File: config.mk
export PLATFORM = sky130hd
export DESIGN_NAME = xvga_timing
export DESIGN_NICKNAME = d
export VERILOG_FILES = /design/src/rtl/xvga_timing.sv
export SDC_FILE = /design/constraint.sdc
export NUM_CORES = 1
export LEC_CHECK = 0
export CAP_MARGIN = 20
export CORE_MARGIN = 2
export CORE_UTILIZATION = 45
export CTS_CLUSTER_DIAMETER = 100
export CTS_CLUSTER_SIZE = 40
export DETAILED_ROUTE_END_ITERATION = 6
export GPL_TIMING_DRIVEN = 1
export PLACE_DENSITY_LB_ADDON = 0.2
export SLEW_MARGIN = 20
export SYNTH_ARGS = -nofsm -noshare
export SYNTH_HDL_FRONTEND = slang
export SYNTH_SLANG_ARGS = --single-unit
File: constraint.sdc
create_clock -name clock -period 5.4 [get_ports clock]
set_input_delay 0.54 -clock clock [delete_from_list [all_inputs] [get_ports clock]]
set_output_delay 0.54 -clock clock [all_outputs]
set_load 0.1 [all_outputs]
File: src/rtl/xvga_timing.sv
// ----------------------------------------------------------------------------
// xvga_timing
//
// XVGA raster timing generator. Produces pixel/line counters with aligned
// hsync, vsync and blank. It also produces copies of sync/blank delayed by
// SYNC_DELAY clocks, so monitor-side signals can match the compositor's
// sprite ROM latency. A frame tick and an 8-bit frame counter support
// game-logic animation.
//
// Ports
//   clock          in   1   pixel clock
//   reset          in   1   asynchronous, active-low reset
//   hcount         out  11  horizontal pixel index, 0..H_TOTAL-1
//   vcount         out  10  vertical line index, 0..V_TOTAL-1
//   hsync          out  1   horizontal sync, active low, aligned with hcount
//   vsync          out  1   vertical sync, active low, aligned with vcount
//   blank          out  1   1 outside the active area, aligned with counters
//   hsync_d        out  1   hsync delayed SYNC_DELAY clocks
//   vsync_d        out  1   vsync delayed SYNC_DELAY clocks
//   blank_d        out  1   blank delayed SYNC_DELAY clocks
//   frame_tick     out  1   one-clock pulse when the raster returns to (0,0)
//   frame_count    out  8   frames elapsed, wraps 255->0
//   pattern_pixel  out  12  colour-bar test pattern, aligned with blank_d
//
// Build option
//   XVGA_TEST_PATTERN_EN : when defined, pattern_pixel carries an 8-bar
//                          colour pattern. When undefined, pattern_pixel is
//                          tied to 12'h000 and no pattern logic exists.
//
// Parameter limits: H_TOTAL <= 2048 and V_TOTAL <= 1024 (counter widths).
// ----------------------------------------------------------------------------
module xvga_timing #(
    parameter int H_ACTIVE   = 1024,
    parameter int H_FP       = 24,
    parameter int H_SYNC     = 136,
    parameter int H_BP       = 160,
    parameter int V_ACTIVE   = 768,
    parameter int V_FP       = 3,
    parameter int V_SYNC     = 6,
    parameter int V_BP       = 29,
    parameter int SYNC_DELAY = 2
) (
    input  logic        clock,
    input  logic        reset,
    output logic [10:0] hcount,
    output logic [9:0]  vcount,
    output logic        hsync,
    output logic        vsync,
    output logic        blank,
    output logic        hsync_d,
    output logic        vsync_d,
    output logic        blank_d,
    output logic        frame_tick,
    output logic [7:0]  frame_count,
    output logic [11:0] pattern_pixel
);

    localparam int H_TOTAL = H_ACTIVE + H_FP + H_SYNC + H_BP;
    localparam int V_TOTAL = V_ACTIVE + V_FP + V_SYNC + V_BP;

    // All boundaries are held one bit wider than the counters so that an end
    // bound equal to the full counter range (e.g. 2048) compares correctly.
    localparam logic [11:0] H_LAST   = 12'(H_TOTAL - 1);
    localparam logic [11:0] H_ACT_W  = 12'(H_ACTIVE);
    localparam logic [11:0] HS_START = 12'(H_ACTIVE + H_FP);
    localparam logic [11:0] HS_END   = 12'(H_ACTIVE + H_FP + H_SYNC);

    localparam logic [10:0] V_LAST   = 11'(V_TOTAL - 1);
    localparam logic [10:0] V_ACT_W  = 11'(V_ACTIVE);
    localparam logic [10:0] VS_START = 11'(V_ACTIVE + V_FP);
    localparam logic [10:0] VS_END   = 11'(V_ACTIVE + V_FP + V_SYNC);

    // ------------------------------------------------------------------
    // Counters
    // ------------------------------------------------------------------
    logic [10:0] hcount_q, hcount_d;
    logic [9:0]  vcount_q, vcount_d;
    logic        h_wrap;
    logic        v_wrap;

    always_comb begin
        h_wrap   = ({1'b0, hcount_q} == H_LAST);
        v_wrap   = ({1'b0, vcount_q} == V_LAST);
        hcount_d = h_wrap ? 11'd0 : hcount_q + 11'd1;
        vcount_d = vcount_q;
        if (h_wrap) begin
            vcount_d = v_wrap ? 10'd0 : vcount_q + 10'd1;
        end
    end

    // ------------------------------------------------------------------
    // Sync / blank / frame decode
    //
    // Decoded from the next-state counter values and registered together
    // with the counters, so every registered output describes exactly the
    // counter values presented in the same cycle (no one-clock skew).
    // vsync can only change when vcount changes, i.e. at hcount==0.
    // ------------------------------------------------------------------
    logic       hs_q,   hs_d;
    logic       vs_q,   vs_d;
    logic       bl_q,   bl_d;
    logic       tick_q, tick_d;
    logic [7:0] fcnt_q, fcnt_d;

    always_comb begin
        hs_d   = !(({1'b0, hcount_d} >= HS_START) && ({1'b0, hcount_d} < HS_END));
        vs_d   = !(({1'b0, vcount_d} >= VS_START) && ({1'b0, vcount_d} < VS_END));
        bl_d   = ({1'b0, hcount_d} >= H_ACT_W) || ({1'b0, vcount_d} >= V_ACT_W);
        // The tick marks the transition into (0,0); the reset state itself
        // is (0,0) but never produced by a wrap, so it carries no tick.
        tick_d = h_wrap && v_wrap;
        fcnt_d = tick_d ? fcnt_q + 8'd1 : fcnt_q;
    end

    always_ff @(posedge clock or negedge reset) begin
        if (!reset) begin
            hcount_q <= 11'd0;
            vcount_q <= 10'd0;
            hs_q     <= 1'b1;
            vs_q     <= 1'b1;
            bl_q     <= 1'b0;
            tick_q   <= 1'b0;
            fcnt_q   <= 8'd0;
        end else begin
            hcount_q <= hcount_d;
            vcount_q <= vcount_d;
            hs_q     <= hs_d;
            vs_q     <= vs_d;
            bl_q     <= bl_d;
            tick_q   <= tick_d;
            fcnt_q   <= fcnt_d;
        end
    end

    assign hcount      = hcount_q;
    assign vcount      = vcount_q;
    assign hsync       = hs_q;
    assign vsync       = vs_q;
    assign blank       = bl_q;
    assign frame_tick  = tick_q;
    assign frame_count = fcnt_q;

    // ------------------------------------------------------------------
    // Delayed sync / blank
    //
    // Shift registers fed from the registered undelayed signals. They reset
    // to the idle level (1,1,1) so the monitor sees inactive sync and blank
    // video until real raster values have propagated through.
    // ------------------------------------------------------------------
    generate
        if (SYNC_DELAY == 0) begin : g_sync_nodly
            assign hsync_d = hs_q;
            assign vsync_d = vs_q;
            assign blank_d = bl_q;
        end else begin : g_sync_dly
            logic [SYNC_DELAY-1:0] hs_sr_q;
            logic [SYNC_DELAY-1:0] vs_sr_q;
            logic [SYNC_DELAY-1:0] bl_sr_q;

            always_ff @(posedge clock or negedge reset) begin
                if (!reset) begin
                    hs_sr_q <= '1;
                    vs_sr_q <= '1;
                    bl_sr_q <= '1;
                end else begin
                    hs_sr_q[0] <= hs_q;
                    vs_sr_q[0] <= vs_q;
                    bl_sr_q[0] <= bl_q;
                    for (int i = 1; i < SYNC_DELAY; i++) begin
                        hs_sr_q[i] <= hs_sr_q[i-1];
                        vs_sr_q[i] <= vs_sr_q[i-1];
                        bl_sr_q[i] <= bl_sr_q[i-1];
                    end
                end
            end

            assign hsync_d = hs_sr_q[SYNC_DELAY-1];
            assign vsync_d = vs_sr_q[SYNC_DELAY-1];
            assign blank_d = bl_sr_q[SYNC_DELAY-1];
        end
    endgenerate

    // ------------------------------------------------------------------
    // Test pattern
    //
    // Eight 128-pixel bars selected by hcount[9:7]. The colour is formed
    // from the current registered counters/blank and then passed through a
    // delay line of the same depth as the sync copies, so it lines up with
    // blank_d at the monitor.
    // ------------------------------------------------------------------
`ifdef XVGA_TEST_PATTERN_EN
    logic [11:0] pat_src;

    always_comb begin
        pat_src = 12'h000;
        if (!bl_q) begin
            case (hcount_q[9:7])
                3'd0: pat_src = 12'hFFF;
                3'd1: pat_src = 12'hFF0;
                3'd2: pat_src = 12'h0FF;
                3'd3: pat_src = 12'h0F0;
                3'd4: pat_src = 12'hF0F;
                3'd5: pat_src = 12'hF00;
                3'd6: pat_src = 12'h00F;
                3'd7: pat_src = 12'h000;
            endcase
        end
    end

    generate
        if (SYNC_DELAY == 0) begin : g_pat_nodly
            assign pattern_pixel = pat_src;
        end else begin : g_pat_dly
            logic [11:0] pat_sr_q [SYNC_DELAY];

            always_ff @(posedge clock or negedge reset) begin
                if (!reset) begin
                    for (int i = 0; i < SYNC_DELAY; i++) begin
                        pat_sr_q[i] <= 12'h000;
                    end
                end else begin
                    pat_sr_q[0] <= pat_src;
                    for (int i = 1; i < SYNC_DELAY; i++) begin
                        pat_sr_q[i] <= pat_sr_q[i-1];
                    end
                end
            end

            assign pattern_pixel = pat_sr_q[SYNC_DELAY-1];
        end
    endgenerate
`else
    assign pattern_pixel = 12'h000;
`endif

endmodule

==> impl_results.md, run 1 <==
- Resized cells post-CTS: 0
- Final min period: 2.68 ns
- Metal3 WL: 179 µm
- Sink Count: 39
- Syn Inst Count: 186
- CP cell instances: ha_1, nand3_1, or4_1, or2_4, inv_2, nand4_1, nor2_1, xor2_1
- Die area: 4850 µm²
- Num rows: 23
- Synthesis Warnings: 0
- Inserted Diodes: 0
- Max capacitance violation total: 0
- Starting Density: 0.475
- # hold bufs at CTS: 0
- CP arrival: 2.89 ns
- DRC violation total after the first TritonRoute iteration: 71
- All-layer global routing usage: 0.161
- Root Driver: clkbuf_8
- Most frequent cells in the layout: 36 x clkdlybuf4s50_1, 31 x dfrtp_1, 19 x nand2_1
- #FFs+latches synth: 39
- Hold Crit Class: input pin to async pin
- WL met1: 1870 µm
- Cts bufs inserted: 5
- Cell area after synthesis: 1940 µm²
- # DRC: 0
- Die X: 69.7 µm
- Clock Pin Slew Worst Setup and Hold Paths: 0.07 ns
- DP Wirelength: 2680 µm
- TritonCTS clock tree: done
- Crit path launch type: register
- Final WL: 3760 µm
- First-pass GRT wire length: 6220 µm
- EDFF count, synth: 0
- Post-CTS Repair Setup Buffers: 0
- Number of global-route vias before repair: 1302
- WS Path Type: register to register
- Share of layout cells above drive strength 1: 0.0881
- Wire per inst: 13.6 µm
- Most common cell after layout, fill and taps aside: clkdlybuf4s50_1
- Crit-path slowest cell: or4_1
- Drt pass-1 iters: 4
- Syn_area_per_cell: 10.4 µm²
- Largest net degree at the start of global routing: 40
- Final count of negative-setup-slack endpoints: 0
- Power Dens Cells: 227 nW/µm²
- Slew @ Worst Pin: 0.973 ns
- Unique cell type count in the Yosys netlist: 45
- Asr flop ratio synth: 1.00
- Final ANT Viol Nets: 0
- Filler cells: 383
- Post-DR vias/cell: 5.17
- Worst Path Max Fanout: 11
- Top Family by Delay on Critical Path: simple AND/OR/NAND/NOR gates
- Layout net count: 233
- Grt total ovfl: 0
- Core Area: 4090 µm²
- Fin. max-slew vios: 0
- Endpoints failing hold: 0
- Clock Tree Buf Depth: 2
- Io pins: 50
- Setup_tns: 0 ns
- Via Count: 1433
- Data required, critical path: 5.61 ns
- Worst setup EP type: register
- Metal2 WL: 1640 µm
- CP peak stage delay: 0.75 ns
- Clock skew: 0.00304 ns
- Setup repair after global routing missed its margin: false
- Crit share post-route: 0.496
- Status: completed
- # H-tree levels: 2
- Die H: 69.7 µm
- Ys flop type: dfrtp_1
- Antenna violations before repair: 0
- Max Used Layer: met4
- Placer Congestion: 0.868
- Clk Latency, worst-skew pair: 0.29 ns
- Core Util, Final: 0.589
- PortBufs: 37
- Fmax: 374 MHz
- Worst IR Drop VDD: 0.000155 V
- Syn-to-layout area delta: 24.1%
- Seq/Total Area, Yosys: 0.508
- Slew headroom: 0.350
- Buffer and inverter count on the worst path: 1
- LEAKAGE: 1.05 nW
- Total power: 545 µW
## path summary, 6_finish.rpt
kind / slack, ns / endpoint / startpoint / depth (start not counted)
max in group asynchronous: 4.51 / vcount[5] / reset / 1
min in group clock: 0.36 / g_sync_dly.hs_sr_q[1] / g_sync_dly.hs_sr_q[0] / 0
max reg2reg: 2.72 / frame_count[6] / hcount[0] / 8
min reg2reg: 0.36 / g_sync_dly.hs_sr_q[1] / g_sync_dly.hs_sr_q[0] / 0
min: 0.35 / frame_count[1] / reset / 1
max: 2.72 / frame_count[6] / hcount[0] / 8
## final cells by class
type / count / area (µm²) / area share
repair buffers: 37 / 365 / 0.152
clock buffers: 8 / 100 / 0.0416
inverters: 9 / 33.8 / 0.0140
flip-flops and latches: 39 / 986 / 0.410
multi-input cells: 134 / 858 / 0.357
well taps: 50 / 62.6 / 0.0260
## cell families after synthesis
logic type | Yosys count | share of synthesized area
buf+inv | 24 | 0.0703
xor+xnor | 19 | 0.0858
other cells | 1 | 0.00193
compound gates | 22 | 0.0729
simple gates | 74 | 0.218
mux | 2 | 0.0103
flops | 39 | 0.508
fa+ha+maj | 5 | 0.0323
## metrics by stage
step | setup WS, ns | instances | cell area (µm²) | hold WS, ns
3_3_place_gp | 2.79 | 269 | 2310 | 0.345
4_1_cts | 2.71 | 277 | 2410 | 0.357
3_5_place_dp | 2.73 | 269 | 2310 | 0.347
5_1_grt | 2.57 | 277 | 2410 | 0.360
6_report | 2.72 | 277 | 2410 | 0.352
2_1_floorplan | 2.37 | 197 | 1980 | 0.244
## layer usage
layer,global-route usage,up-vias
met5,0,-
met4,0.0577,0
met3,0.0451,5
met2,0.245,38
met1,0.222,680
li1,-,710
## worst reg2reg max path, stage by stage, from the launching register on
cell and delay [ns]:
dfrtp_1 0.41, ha_1 0.21, nand3_1 0.32, or4_1 0.75, or2_4 0.34, inv_2 0.13
nand4_1 0.15, nor2_1 0.14, xor2_1 0.16
## synth_stat cells, types with 2 or more instances
cell type | n | area share
mux2i_1 | 2 | 0.010
clkbuf_1 | 2 | 0.0039
o31ai_1 | 2 | 0.0077
xnor2_1 | 12 | 0.054
nor3_1 | 4 | 0.010
nand3_1 | 13 | 0.034
o21ai_0 | 7 | 0.018
nand2_1 | 19 | 0.037
ha_1 | 5 | 0.032
o311ai_0 | 2 | 0.0090
nor2_1 | 9 | 0.017
nand2b_1 | 2 | 0.0065
nand3b_1 | 3 | 0.012
buf_4 | 12 | 0.046
o22ai_1 | 2 | 0.0065
dfrtp_1 | 31 | 0.40
and3_1 | 2 | 0.0065
dfstp_2 | 8 | 0.11
inv_1 | 8 | 0.015
a21oi_1 | 2 | 0.0052
or3_1 | 3 | 0.0097
xor2_1 | 7 | 0.032
and4_1 | 2 | 0.0090
nor4_1 | 6 | 0.019
## sequential cells by signal (all words and copies together) (netlist names)
signal / count
blank: 1
frame_count: 8
frame_tick: 1
g_sync_dly.bl_sr_q: 2
g_sync_dly.hs_sr_q: 2
g_sync_dly.vs_sr_q: 2
hcount: 11
hsync: 1
vcount: 10
vsync: 1
## power breakdown
group / total [mW] / internal (mW) / switching [mW]
combinational: 0.0418 / 0.000261 / 0.0416
clock: 0.211 / 0.116 / 0.0948
sequential: 0.292 / 0.292 / 0
total: 0.545 / 0.409 / 0.136
Note: power is estimated with default switching activity, not from simulation.
==> run 2: changes to the inputs <==
--- a/config.mk
+++ b/config.mk
@@ -7,7 +7,7 @@
 export LEC_CHECK = 0
 export CAP_MARGIN = 20
 export CORE_MARGIN = 2
-export CORE_UTILIZATION = 45
+export CORE_UTILIZATION = 44
 export CTS_CLUSTER_DIAMETER = 100
 export CTS_CLUSTER_SIZE = 40
 export DETAILED_ROUTE_END_ITERATION = 6
==> constraint.sdc (replaced) <==
create_clock -name clock -period 2.44 [get_ports clock]
set_input_delay 0.244 -clock clock [delete_from_list [all_inputs] [get_ports clock]]
set_output_delay 0.244 -clock clock [all_outputs]
set_load 0.1 [all_outputs]
==> run 2 against run 1 <==
Non-clock buffer count grew 4; die area grew 2.1%; register-to-register slack got worse by 2.6 ns; critical path depth decreased by 1; clock-buffer cell count down 1; critical path type unchanged; global-route usage rose by 0.56 points; largest cell class unchanged.
==> impl_results.md, run 2 (synthesis gave the netlist of run 1 again) <==
- Combinational power share: 0.076
- Worst setup EP type: register
- Die X: 70.4 µm
- Root Driver: clkbuf_8
- Die area: 4950 µm²
- Hold Crit Class: input pin to async pin
- Sw Pwr: 316 µW
- All-layer global routing usage: 0.167
- Most common cell after layout, fill and taps aside: buf_4
- Cts bufs inserted: 5
- PortBufs: 37
- Wire per inst: 13.7 µm
- Setup slack, reg-to-reg: 0.15 ns
- Fmax: 437 MHz
- Share of layout cells above drive strength 1: 0.333
- Switch share: 0.259
- Sequential share of power: 0.530
- Grt total ovfl: 0
- # H-tree levels: 2
- Clock skew: 0.00891 ns
- Finished Layout Cells: 283
- Core Area: 4290 µm²
- Worst Path Max Fanout: 8
- Max capacitance violation total: 0
- Slew headroom: 0.436
- Placed Cells: 275
- CP cell instances: or3b_4, or4_4, or2_4, inv_4, nand4_1, nor2_2, xor2_1
- Final WL: 3860 µm
- Post-CTS Repair Setup Buffers: 0
- CP peak stage delay: 0.51 ns
- Worst R2R Path Depth: 7
- First-pass GRT wire length: 6620 µm
- Die H: 70.4 µm
- Num rows: 24
- Slew @ Worst Pin: 0.846 ns
- Final min period: 2.29 ns
- Status: completed
- Most frequent cells in the layout: 40 x buf_4, 19 x nand2_1, 18 x dfrtp_1
- Endpoints failing hold: 0
- Largest net degree at the start of global routing: 40
- Clock Tree Buf Depth: 2
- Antenna violations before repair: 0
- # DRC: 0
- Resized cells post-CTS: 0
- Largest register FFs: 11
- Drt pass-1 iters: 4
- Fin. max-slew vios: 0
- Worst IR Drop VDD: 0.000213 V
- Crit-path slowest cell: dfrtp_4
- Clk Latency, worst-skew pair: 0.29 ns
- Setup repair after global routing missed its margin: false
- LEAKAGE: 1.11 nW
- Inserted Diodes: 0
- TritonCTS clock tree: done
- Syn-to-layout area delta: 23.4%
- Io pins: 50
- # hold bufs at CTS: 0
- Post-DR vias/cell: 5.02
- Placer Congestion: 0.829
- Total power: 1.22 mW
- Power Dens Cells: 510 nW/µm²
- Final ANT Viol Nets: 0
- Clock Pin Slew Worst Setup and Hold Paths: 0.08 ns
- Internal power: 904 µW
- Crit path launch type: register
- Number of global-route vias before repair: 1346
- DRC violation total after the first TritonRoute iteration: 84
- Final count of negative-setup-slack endpoints: 0
- Crit share post-route: 0.938
- Filler cells: 378
- WS Path Type: register to register
- Via Count: 1422
- Layout net count: 237
- Proportion of power drawn by the clock network: 0.394
- WHS: 0.0626 ns
- Data required, critical path: 2.65 ns
- CP arrival: 2.50 ns
- Sink Count: 39
- Starting Density: 0.452
- DP Wirelength: 2800 µm
run 2: cell count changes in the layout (fill, tap and decap cells not counted), moves of 5 or more:
cell / previous run / this run
dfrtp_2: 0 / 8
dfrtp_4: 0 / 5
dfrtp_1: 31 / 18
clkdlybuf4s50_1: 36 / 0
buf_4: 0 / 40
run 2: critical path, delay by kind of cell, from the launching register on:
kind | cells | cell delay, ns
DFF | 1 | 0.51
buffers and inverters | 1 | 0.10
and+or+nand+nor | 5 | 1.46
xor gates and xnor gates | 1 | 0.14
run 2: power groups by stage:
stage,clock [mW],sequential (mW),combinational (mW)
CTS,0.494,0.646,0.0932
global route,0.527,0.646,0.0966
floorplan,0,0.659,0.0948
global placement,0,0.659,0.0931
finish,0.481,0.646,0.0925
detailed placement,0,0.659,0.0933
run 2: area by class of cell:
type	instances	area [µm²]	area share
Clock buffer	7	96.3	0.0403
Tap cell	52	65.1	0.0272
Multi-Input combinational cell	134	867	0.362
Clock inverter	1	7.51	0.00314
Sequential cell	39	1010	0.424
Inverter	9	36.3	0.0152
Timing Repair Buffer	41	305	0.128
run 2: stage by stage:
step            util  TNS (ns)  setup WS (ns)  cell area (µm²)
4_1_cts        0.557         0          0.123             2390
3_3_place_gp   0.532         0          0.173             2290
6_report       0.557         0          0.151             2390
2_1_floorplan      -    -0.169        -0.0551             2020
3_5_place_dp   0.532         0          0.143             2290
5_1_grt        0.557         0         0.0145             2390
run 2: layer usage:
layer / track usage / vias to the layer above / share of wire
li1: - / 713 / -
met3: 0.0317 / 5 / 0.043
met1: 0.238 / 671 / 0.49
met2: 0.254 / 33 / 0.46
met5: 0 / - / 0
met4: 0.0577 / 0 / 0.011
run 2: path summary, 6_finish.rpt:
path,from,endpoint
setup / recovery,hcount[9],frame_count[6]
hold / removal,reset,vcount[3]
setup reg to reg,hcount[9],frame_count[6]
hold reg to reg,g_sync_dly.vs_sr_q[0],g_sync_dly.vs_sr_q[1]
max in group asynchronous,reset,hcount[10]
min in group clock,g_sync_dly.vs_sr_q[0],g_sync_dly.vs_sr_q[1]
